==> src/rtl/uart_wide_mem_loader_if.sv <==
// Write port from the UART loader into the wide SPM (req/gnt, 512-bit data).
interface uart_wide_mem_loader_if #(
  parameter int unsigned AddrWidth = 14
) ();
  logic                 req;
  logic [AddrWidth-1:0] addr;
  logic [511:0]         wdata;
  logic                 gnt;

  modport master (output req, addr, wdata, input gnt);
  modport slave  (input req, addr, wdata, output gnt);
endinterface

==> src/rtl/uart_wide_mem_loader.sv <==
// UART boot loader: 8N1 bytes -> 0xA5 sync, 32-bit word count, 512-bit words written to the wide SPM.
//
// rx FSM    | meaning
// RX_IDLE   | line idle, waiting for a falling edge
// RX_START  | half-bit wait, confirm start bit is still low
// RX_DATA   | sampling 8 data bits, LSB first
// RX_STOP   | sampling stop bit
//
// loader FSM | meaning
// LD_SYNC    | waiting for 0xA5
// LD_LEN     | collecting 4-byte little-endian word count
// LD_DATA    | packing bytes into words and writing them
// LD_DONE    | image fully written (sticky)
// LD_ERR     | error latched (sticky)
module uart_wide_mem_loader #(
  parameter int unsigned ClkFreq   = 1_000_000_000,
  parameter int unsigned Baud      = 20_000_000,
  parameter int unsigned MemDepth  = 16384,
  parameter int unsigned AddrWidth = $clog2(MemDepth)
) (
  input  logic                          clk_i,
  input  logic                          rst_ni,
  input  logic                          rx_i,
  uart_wide_mem_loader_if.master        mem,
  output logic                          busy_o,
  output logic                          done_o,
  output logic                          err_o,
  output logic [1:0]                    err_code_o
);

  localparam int unsigned Div  = ClkFreq / Baud;
  localparam int unsigned CntW = $clog2(Div) + 1;
  localparam logic [CntW-1:0]    DivLoad  = CntW'(Div - 1);
  localparam logic [CntW-1:0]    HalfLoad = CntW'(Div / 2 - 1);
  localparam logic [AddrWidth:0] WordOne  = 1;

  typedef enum logic [1:0] {RX_IDLE, RX_START, RX_DATA, RX_STOP} rx_state_e;
  typedef enum logic [2:0] {LD_SYNC, LD_LEN, LD_DATA, LD_DONE, LD_ERR} ld_state_e;

  logic rx_q1, rx_q2, rx_prev;
  logic rx_s;

  rx_state_e       rx_state, rx_state_nxt;
  logic [CntW-1:0] rx_cnt, rx_cnt_nxt;
  logic [2:0]      bit_idx, bit_idx_nxt;
  logic [7:0]      rx_shift, rx_shift_nxt;
  logic            byte_valid, frame_err;

  ld_state_e          ld_state, ld_state_nxt;
  logic [1:0]         err_code_q, err_code_nxt;
  logic [31:0]        len_q, len_full;
  logic [1:0]         len_idx;
  logic [5:0]         byte_idx;
  logic [511:0]       asm_q, asm_nxt;
  logic               wr_req;
  logic [AddrWidth-1:0] wr_addr;
  logic [511:0]       wr_data;
  logic [AddrWidth:0] n_words, words_rcvd, grants_q;
  logic               gnt_fire, word_done, overrun, last_grant;

  assign rx_s = rx_q2;

  always_ff @(posedge clk_i or negedge rst_ni) begin
    if (!rst_ni) begin
      rx_q1   <= 1'b1;
      rx_q2   <= 1'b1;
      rx_prev <= 1'b1;
    end else begin
      rx_q1   <= rx_i;
      rx_q2   <= rx_q1;
      rx_prev <= rx_s;
    end
  end

  always_ff @(posedge clk_i or negedge rst_ni) begin
    if (!rst_ni) begin
      rx_state <= RX_IDLE;
      rx_cnt   <= '0;
      bit_idx  <= '0;
      rx_shift <= '0;
    end else begin
      rx_state <= rx_state_nxt;
      rx_cnt   <= rx_cnt_nxt;
      bit_idx  <= bit_idx_nxt;
      rx_shift <= rx_shift_nxt;
    end
  end

  always_comb begin
    rx_state_nxt = rx_state;
    rx_cnt_nxt   = rx_cnt;
    bit_idx_nxt  = bit_idx;
    rx_shift_nxt = rx_shift;
    byte_valid   = 1'b0;
    frame_err    = 1'b0;
    unique case (rx_state)
      RX_IDLE: begin
        if (rx_prev && !rx_s) begin
          rx_state_nxt = RX_START;
          rx_cnt_nxt   = HalfLoad;
        end
      end
      RX_START: begin
        if (rx_cnt == '0) begin
          if (!rx_s) begin
            rx_state_nxt = RX_DATA;
            rx_cnt_nxt   = DivLoad;
            bit_idx_nxt  = '0;
          end else begin
            rx_state_nxt = RX_IDLE;
          end
        end else begin
          rx_cnt_nxt = rx_cnt - CntW'(1);
        end
      end
      RX_DATA: begin
        if (rx_cnt == '0) begin
          rx_shift_nxt = {rx_s, rx_shift[7:1]};
          rx_cnt_nxt   = DivLoad;
          if (bit_idx == 3'd7) rx_state_nxt = RX_STOP;
          else                 bit_idx_nxt  = bit_idx + 3'd1;
        end else begin
          rx_cnt_nxt = rx_cnt - CntW'(1);
        end
      end
      RX_STOP: begin
        if (rx_cnt == '0) begin
          if (rx_s) byte_valid = 1'b1;
          else      frame_err  = 1'b1;
          rx_state_nxt = RX_IDLE;
        end else begin
          rx_cnt_nxt = rx_cnt - CntW'(1);
        end
      end
      default: rx_state_nxt = RX_IDLE;
    endcase
  end

  // Count bytes shift in from the top so the first byte ends up in [7:0].
  assign len_full   = {rx_shift, len_q[31:8]};
  assign gnt_fire   = wr_req && mem.gnt;
  assign word_done  = (ld_state == LD_DATA) && byte_valid && (byte_idx == 6'd63) &&
                      (words_rcvd != n_words);
  assign overrun    = word_done && wr_req && !mem.gnt;
  assign last_grant = gnt_fire && ((grants_q + WordOne) == n_words);

  always_comb begin
    asm_nxt = asm_q;
    asm_nxt[{byte_idx, 3'b000} +: 8] = rx_shift;
  end

  always_ff @(posedge clk_i or negedge rst_ni) begin
    if (!rst_ni) begin
      ld_state   <= LD_SYNC;
      err_code_q <= 2'd0;
    end else begin
      ld_state   <= ld_state_nxt;
      err_code_q <= err_code_nxt;
    end
  end

  always_comb begin
    ld_state_nxt = ld_state;
    err_code_nxt = err_code_q;
    unique case (ld_state)
      LD_SYNC: begin
        if (byte_valid && rx_shift == 8'hA5) ld_state_nxt = LD_LEN;
      end
      LD_LEN: begin
        if (frame_err) begin
          ld_state_nxt = LD_ERR;
          err_code_nxt = 2'd1;
        end else if (byte_valid && len_idx == 2'd3) begin
          if (len_full == 32'd0) begin
            ld_state_nxt = LD_DONE;
          end else if (len_full > MemDepth) begin
            ld_state_nxt = LD_ERR;
            err_code_nxt = 2'd3;
          end else begin
            ld_state_nxt = LD_DATA;
          end
        end
      end
      LD_DATA: begin
        if (frame_err) begin
          ld_state_nxt = LD_ERR;
          err_code_nxt = 2'd1;
        end else if (overrun) begin
          ld_state_nxt = LD_ERR;
          err_code_nxt = 2'd2;
        end else if (last_grant) begin
          ld_state_nxt = LD_DONE;
        end
      end
      default: ;
    endcase
  end

  always_ff @(posedge clk_i or negedge rst_ni) begin
    if (!rst_ni) begin
      len_q      <= '0;
      len_idx    <= '0;
      byte_idx   <= '0;
      asm_q      <= '0;
      wr_req     <= 1'b0;
      wr_addr    <= '0;
      wr_data    <= '0;
      n_words    <= '0;
      words_rcvd <= '0;
      grants_q   <= '0;
    end else begin
      if (ld_state == LD_SYNC && ld_state_nxt == LD_LEN) begin
        len_idx    <= '0;
        byte_idx   <= '0;
        words_rcvd <= '0;
        grants_q   <= '0;
        wr_addr    <= '0;
      end
      if (ld_state == LD_LEN && byte_valid) begin
        len_q   <= len_full;
        len_idx <= len_idx + 2'd1;
      end
      if (ld_state == LD_LEN && ld_state_nxt == LD_DATA) n_words <= len_full[AddrWidth:0];
      // Bytes past the last word of the image are dropped.
      if (ld_state == LD_DATA && byte_valid && words_rcvd != n_words) begin
        asm_q    <= asm_nxt;
        byte_idx <= byte_idx + 6'd1;
      end
      if (gnt_fire) begin
        wr_req   <= 1'b0;
        wr_addr  <= wr_addr + AddrWidth'(1);
        grants_q <= grants_q + WordOne;
      end
      if (word_done && !overrun) begin
        wr_req     <= 1'b1;
        wr_data    <= asm_nxt;
        words_rcvd <= words_rcvd + WordOne;
      end
      if (ld_state_nxt == LD_ERR) wr_req <= 1'b0;
    end
  end

  assign mem.req    = wr_req;
  assign mem.addr   = wr_addr;
  assign mem.wdata  = wr_data;
  assign busy_o     = (ld_state == LD_LEN) || (ld_state == LD_DATA);
  assign done_o     = (ld_state == LD_DONE);
  assign err_o      = (ld_state == LD_ERR);
  assign err_code_o = err_code_q;

endmodule

==> src/flat_wrapper.sv <==
// flat-port wrapper written by rule: the top's interface ports become plain ports
module uart_wide_mem_loader_flat 
#(
  parameter int unsigned ClkFreq   = 1_000_000_000,
  parameter int unsigned Baud      = 20_000_000,
  parameter int unsigned MemDepth  = 16384,
  parameter int unsigned AddrWidth = $clog2(MemDepth)
)
  (clk_i, rst_ni, rx_i, busy_o, done_o, err_o, err_code_o, mem_req, mem_addr, mem_wdata, mem_gnt);
  uart_wide_mem_loader_if #(.AddrWidth(AddrWidth)) mem_i ();
  input  logic clk_i;
  input  logic rst_ni;
  input  logic rx_i;
  output logic busy_o;
  output logic done_o;
  output logic err_o;
  output logic [1:0] err_code_o;
  output wire logic [$bits(mem_i.req)-1:0] mem_req;
  output wire logic [$bits(mem_i.addr)-1:0] mem_addr;
  output wire logic [$bits(mem_i.wdata)-1:0] mem_wdata;
  input wire logic [$bits(mem_i.gnt)-1:0] mem_gnt;
  assign mem_req = mem_i.req;
  assign mem_addr = mem_i.addr;
  assign mem_wdata = mem_i.wdata;
  assign mem_i.gnt = mem_gnt;
  uart_wide_mem_loader #(.ClkFreq(ClkFreq), .Baud(Baud), .MemDepth(MemDepth), .AddrWidth(AddrWidth)) u_core (.clk_i(clk_i), .rst_ni(rst_ni), .rx_i(rx_i), .mem(mem_i), .busy_o(busy_o), .done_o(done_o), .err_o(err_o), .err_code_o(err_code_o));
endmodule
==> config.mk <==
export PLATFORM = sky130hd
export DESIGN_NAME = uart_wide_mem_loader_flat
export DESIGN_NICKNAME = d
export VERILOG_FILES = /design/src/rtl/uart_wide_mem_loader_if.sv /design/src/rtl/uart_wide_mem_loader.sv /design/src/flat_wrapper.sv
export SDC_FILE = /design/constraint.sdc
export NUM_CORES = 2
export LEC_CHECK = 0
export CORE_MARGIN = 2
export CORE_UTILIZATION = 40
export CTS_CLUSTER_DIAMETER = 100
export CTS_CLUSTER_SIZE = 14
export DETAILED_ROUTE_END_ITERATION = 10
export DONT_BUFFER_PORTS = 1
export SYNTH_ARGS = -nofsm -noshare
export SYNTH_HDL_FRONTEND = slang
export SYNTH_SLANG_ARGS = --single-unit
export TNS_END_PERCENT = 1
==> constraint.sdc <==
create_clock -name clk_i -period 4 [get_ports clk_i]
set_clock_uncertainty 0.2 [all_clocks]
set_input_delay 0.2 -clock clk_i [delete_from_list [all_inputs] [get_ports clk_i]]
set_output_delay 0.2 -clock clk_i [all_outputs]
set_load 0.1 [all_outputs]
==> impl_metrics.toml <==
[timing]
drv_slew = 0
max_freq_mhz = 262
hold_slack_ns = 0.0266
worst_pin_slew_ns = 1.34
finalSetupTns_ns = 0
hold_violations = 0
layout_min_cycle_time_ns = 3.82
fin_crit_sh_pct = 95.4
relSlewSlack_pct = 10.7
rsz0062_at_grt = "true"
fin_ws_ns = 0.182
setup_violations = 0

[clock_network]
cts_num_sinks = 1144
clkLatencyLatePin_ns = 0.75
path_clk_slew_ns = 0.07
cts-htree-levels = 3
cts_buffers = 93
clock_path_buffers = 3
cts_tree = "done"
cts_root_buf = "clkbuf_16"
postCtsSetupBuffers = 0

[pwr]
leakage_nw = 24.2
ir_drop_uv = 298
power_density_nw_per_um2 = 385

[floorplanning]
die_y_um = 359
start_util_pct = 40.2
fp.dieArea_um2 = 129000
die_w_um = 359
ios = 536
core-area_um2 = 125000
num_rows = 130

[global_routing]
grt_first_pass_wirelength_um = 247000
antenna_found_initial = 2
overflow = 0
grt_max_degree = 1145
grt_usage_pct = 25.9
grt_pass1_vias = 35565

[finish]
nets = 4891
diodes = 0
layout_common_cells = "dfrtp_1, o21ai_0, nand2_1"
fin_cells = 6540
final_layout_size_suffix_gt1_share_pct = 9.82
final_cell_area_um2 = 55100
mostFrequentLayoutCell = "dfrtp_1"
syn_to_final_growth_pct = 9.45

[critical_path]
crit_path_end_kind = "register"
cp-start-kind = "register"
reg2reg_to = "u_core.asm_q[31]"
reg2reg_depth = 9
r2r-start = "u_core.byte_idx[1]"
crit_required_ns = 4.45
crit_arrival_ns = 4.26
cp_max_fo = 10
reg2reg_slack_ns = 0.18
worstSetupPathType = "register to register"

[drt]
ant_nets = 0
remaining_drc_errors = 0
drt_wl_total_um = 170000
vias = 36916
drtPass1Iterations = 8
wl_per_cell_um = 26.0
drtIter0Drc = 3482
vias_per_cell = 5.64

[placed_design]
pre_cts_ws_ns = 0.272
placedCellCount = 6412
globalplace.congestion = 0.918
hpwl_um = 117000
portBuffers = 0
dpl_cell_area_um2 = 52300

[synthesis]
ys_seq_area_share_pct = 56.9
synth_edf_count = 0
synth_fp_nets = 4972
ys_types = 73
async_reset_ff_share_pct = 100
synth.avg_cell_area_um2 = 10.2
netlist_area_um2 = 50300
ys_seq_elements = 1144
ys_warn_count = 0
syn_inst = 4951
synth_flop_cell = "dfrtp_1"

[run_status]
status = "finished clean"

[min_path]
hp-class = "input port to asynchronous set/reset pin"

[flow_run]
maxCapViolCount = 0
==> synth_stat cells (23+ instances only) <==
library cell     n  area share [%]
a21oi_1         44            0.44
buf_2          121             1.2
clkbuf_1       190             1.4
dfrtp_1       1141              57
mux2_2         146             3.3
mux2i_1        511              10
nand2_1       1060             7.9
nand3_1         71            0.71
nand4_1         30            0.37
nor2_1         165             1.2
nor3_1          30            0.30
nor4_1          23            0.29
o21ai_0       1067              11
o21ai_1         57            0.57
xor2_1          25            0.44
==> metrics by stage <==
| stage | utilization [%] | power (mW) |
|---|---|---|
| final | 44.0 | 21.2 |
| after global routing | 44.0 | 21.9 |
| after CTS | 43.8 | 21.2 |
| after detailed placement | 41.7 | 12.5 |
| after global placement | 41.7 | 12.5 |
| after floorplan | - | 12.3 |
==> critical path, cell delays in order, from the launching register on <==
cell,delay [ns]
dfrtp_1,0.39
inv_1,0.08
ha_1,0.35
nor2b_1,0.54
xnor2_2,0.22
a22oi_2,0.27
buf_4,0.27
nor3_2,0.72
nand2_1,0.38
o21ai_0,0.28
==> final cells by class <==
cell class                      count  area [µm²]
Sequential cell                  1144       28600
Clock buffer                      106        2410
Multi-Input combinational cell   3464       20400
Fill cell                       11904       70200
Inverter                           22        82.6
Tap cell                         1650        2060
Timing Repair Buffer              145        1350
Clock inverter                      9         141
==> how the worst max path moves through the flow <==
stage          cells past startpoint                    end  slack [ns]          startpoint
3_3_place_gp                       9  u_core.mem.wdata[329]        0.30  u_core.byte_idx[1]
3_5_place_dp                       9       u_core.asm_q[31]        0.27  u_core.byte_idx[1]
5_1_grt                            9       u_core.asm_q[31]      -0.002  u_core.byte_idx[0]
2_1_floorplan                     14      u_core.asm_q[192]       0.004  u_core.byte_idx[0]
6_report                           9       u_core.asm_q[31]        0.18  u_core.byte_idx[1]
4_1_cts                            9       u_core.asm_q[31]        0.24  u_core.byte_idx[1]
==> logic make-up (layout without fill, tap and decap cells) <==
logic type      count (synthesis)  in the layout  synth area share (%)
simple gates                 1513           1513                  12.8
fa+ha+maj                      17             17                 0.423
xor+xnor                       48             48                 0.903
buf+inv                       343            282                  2.90
mux                           658            658                  13.5
compound gates               1228           1228                  12.6
flops                        1144           1144                  56.9
==> registers in the layout (all words and copies together), names as in the netlist, 8 cells and up, named ones only <==
name / cells
u_core.asm_q: 512
u_core.mem.wdata: 512
u_core.len_q: 24
u_core.grants_q: 15
u_core.n_words: 15
u_core.words_rcvd: 15
u_core.mem.addr: 14
u_core.rx_shift: 8
==> routing by layer <==
layer / vias to the layer above / track usage [%] / wire length [µm]
li1: 16822 / - / -
met5: - / 0 / 0
met4: 0 / 11.7 / 8190
met2: 1290 / 40.4 / 77700
met1: 18481 / 33.4 / 69200
met3: 323 / 7.36 / 14600
==> repair_timing <==
| action | CTS | global route |
|---|---|---|
| hold endpoints to repair | 1187 | 197 |
| hold buffers | 3 | 4 |
| gates resized for setup | 0 | 0 |
| setup endpoints to repair | 0 | 1 |
==> power breakdown <==
group	total [mW]	internal [mW]	leakage [nW]	switching, mW
combinational	0.895	0.218	7.10	0.678
clock	8.61	4.26	1.24	4.35
sequential	11.7	11.6	15.9	0.0559
Note: power is estimated with default switching activity, not from simulation.
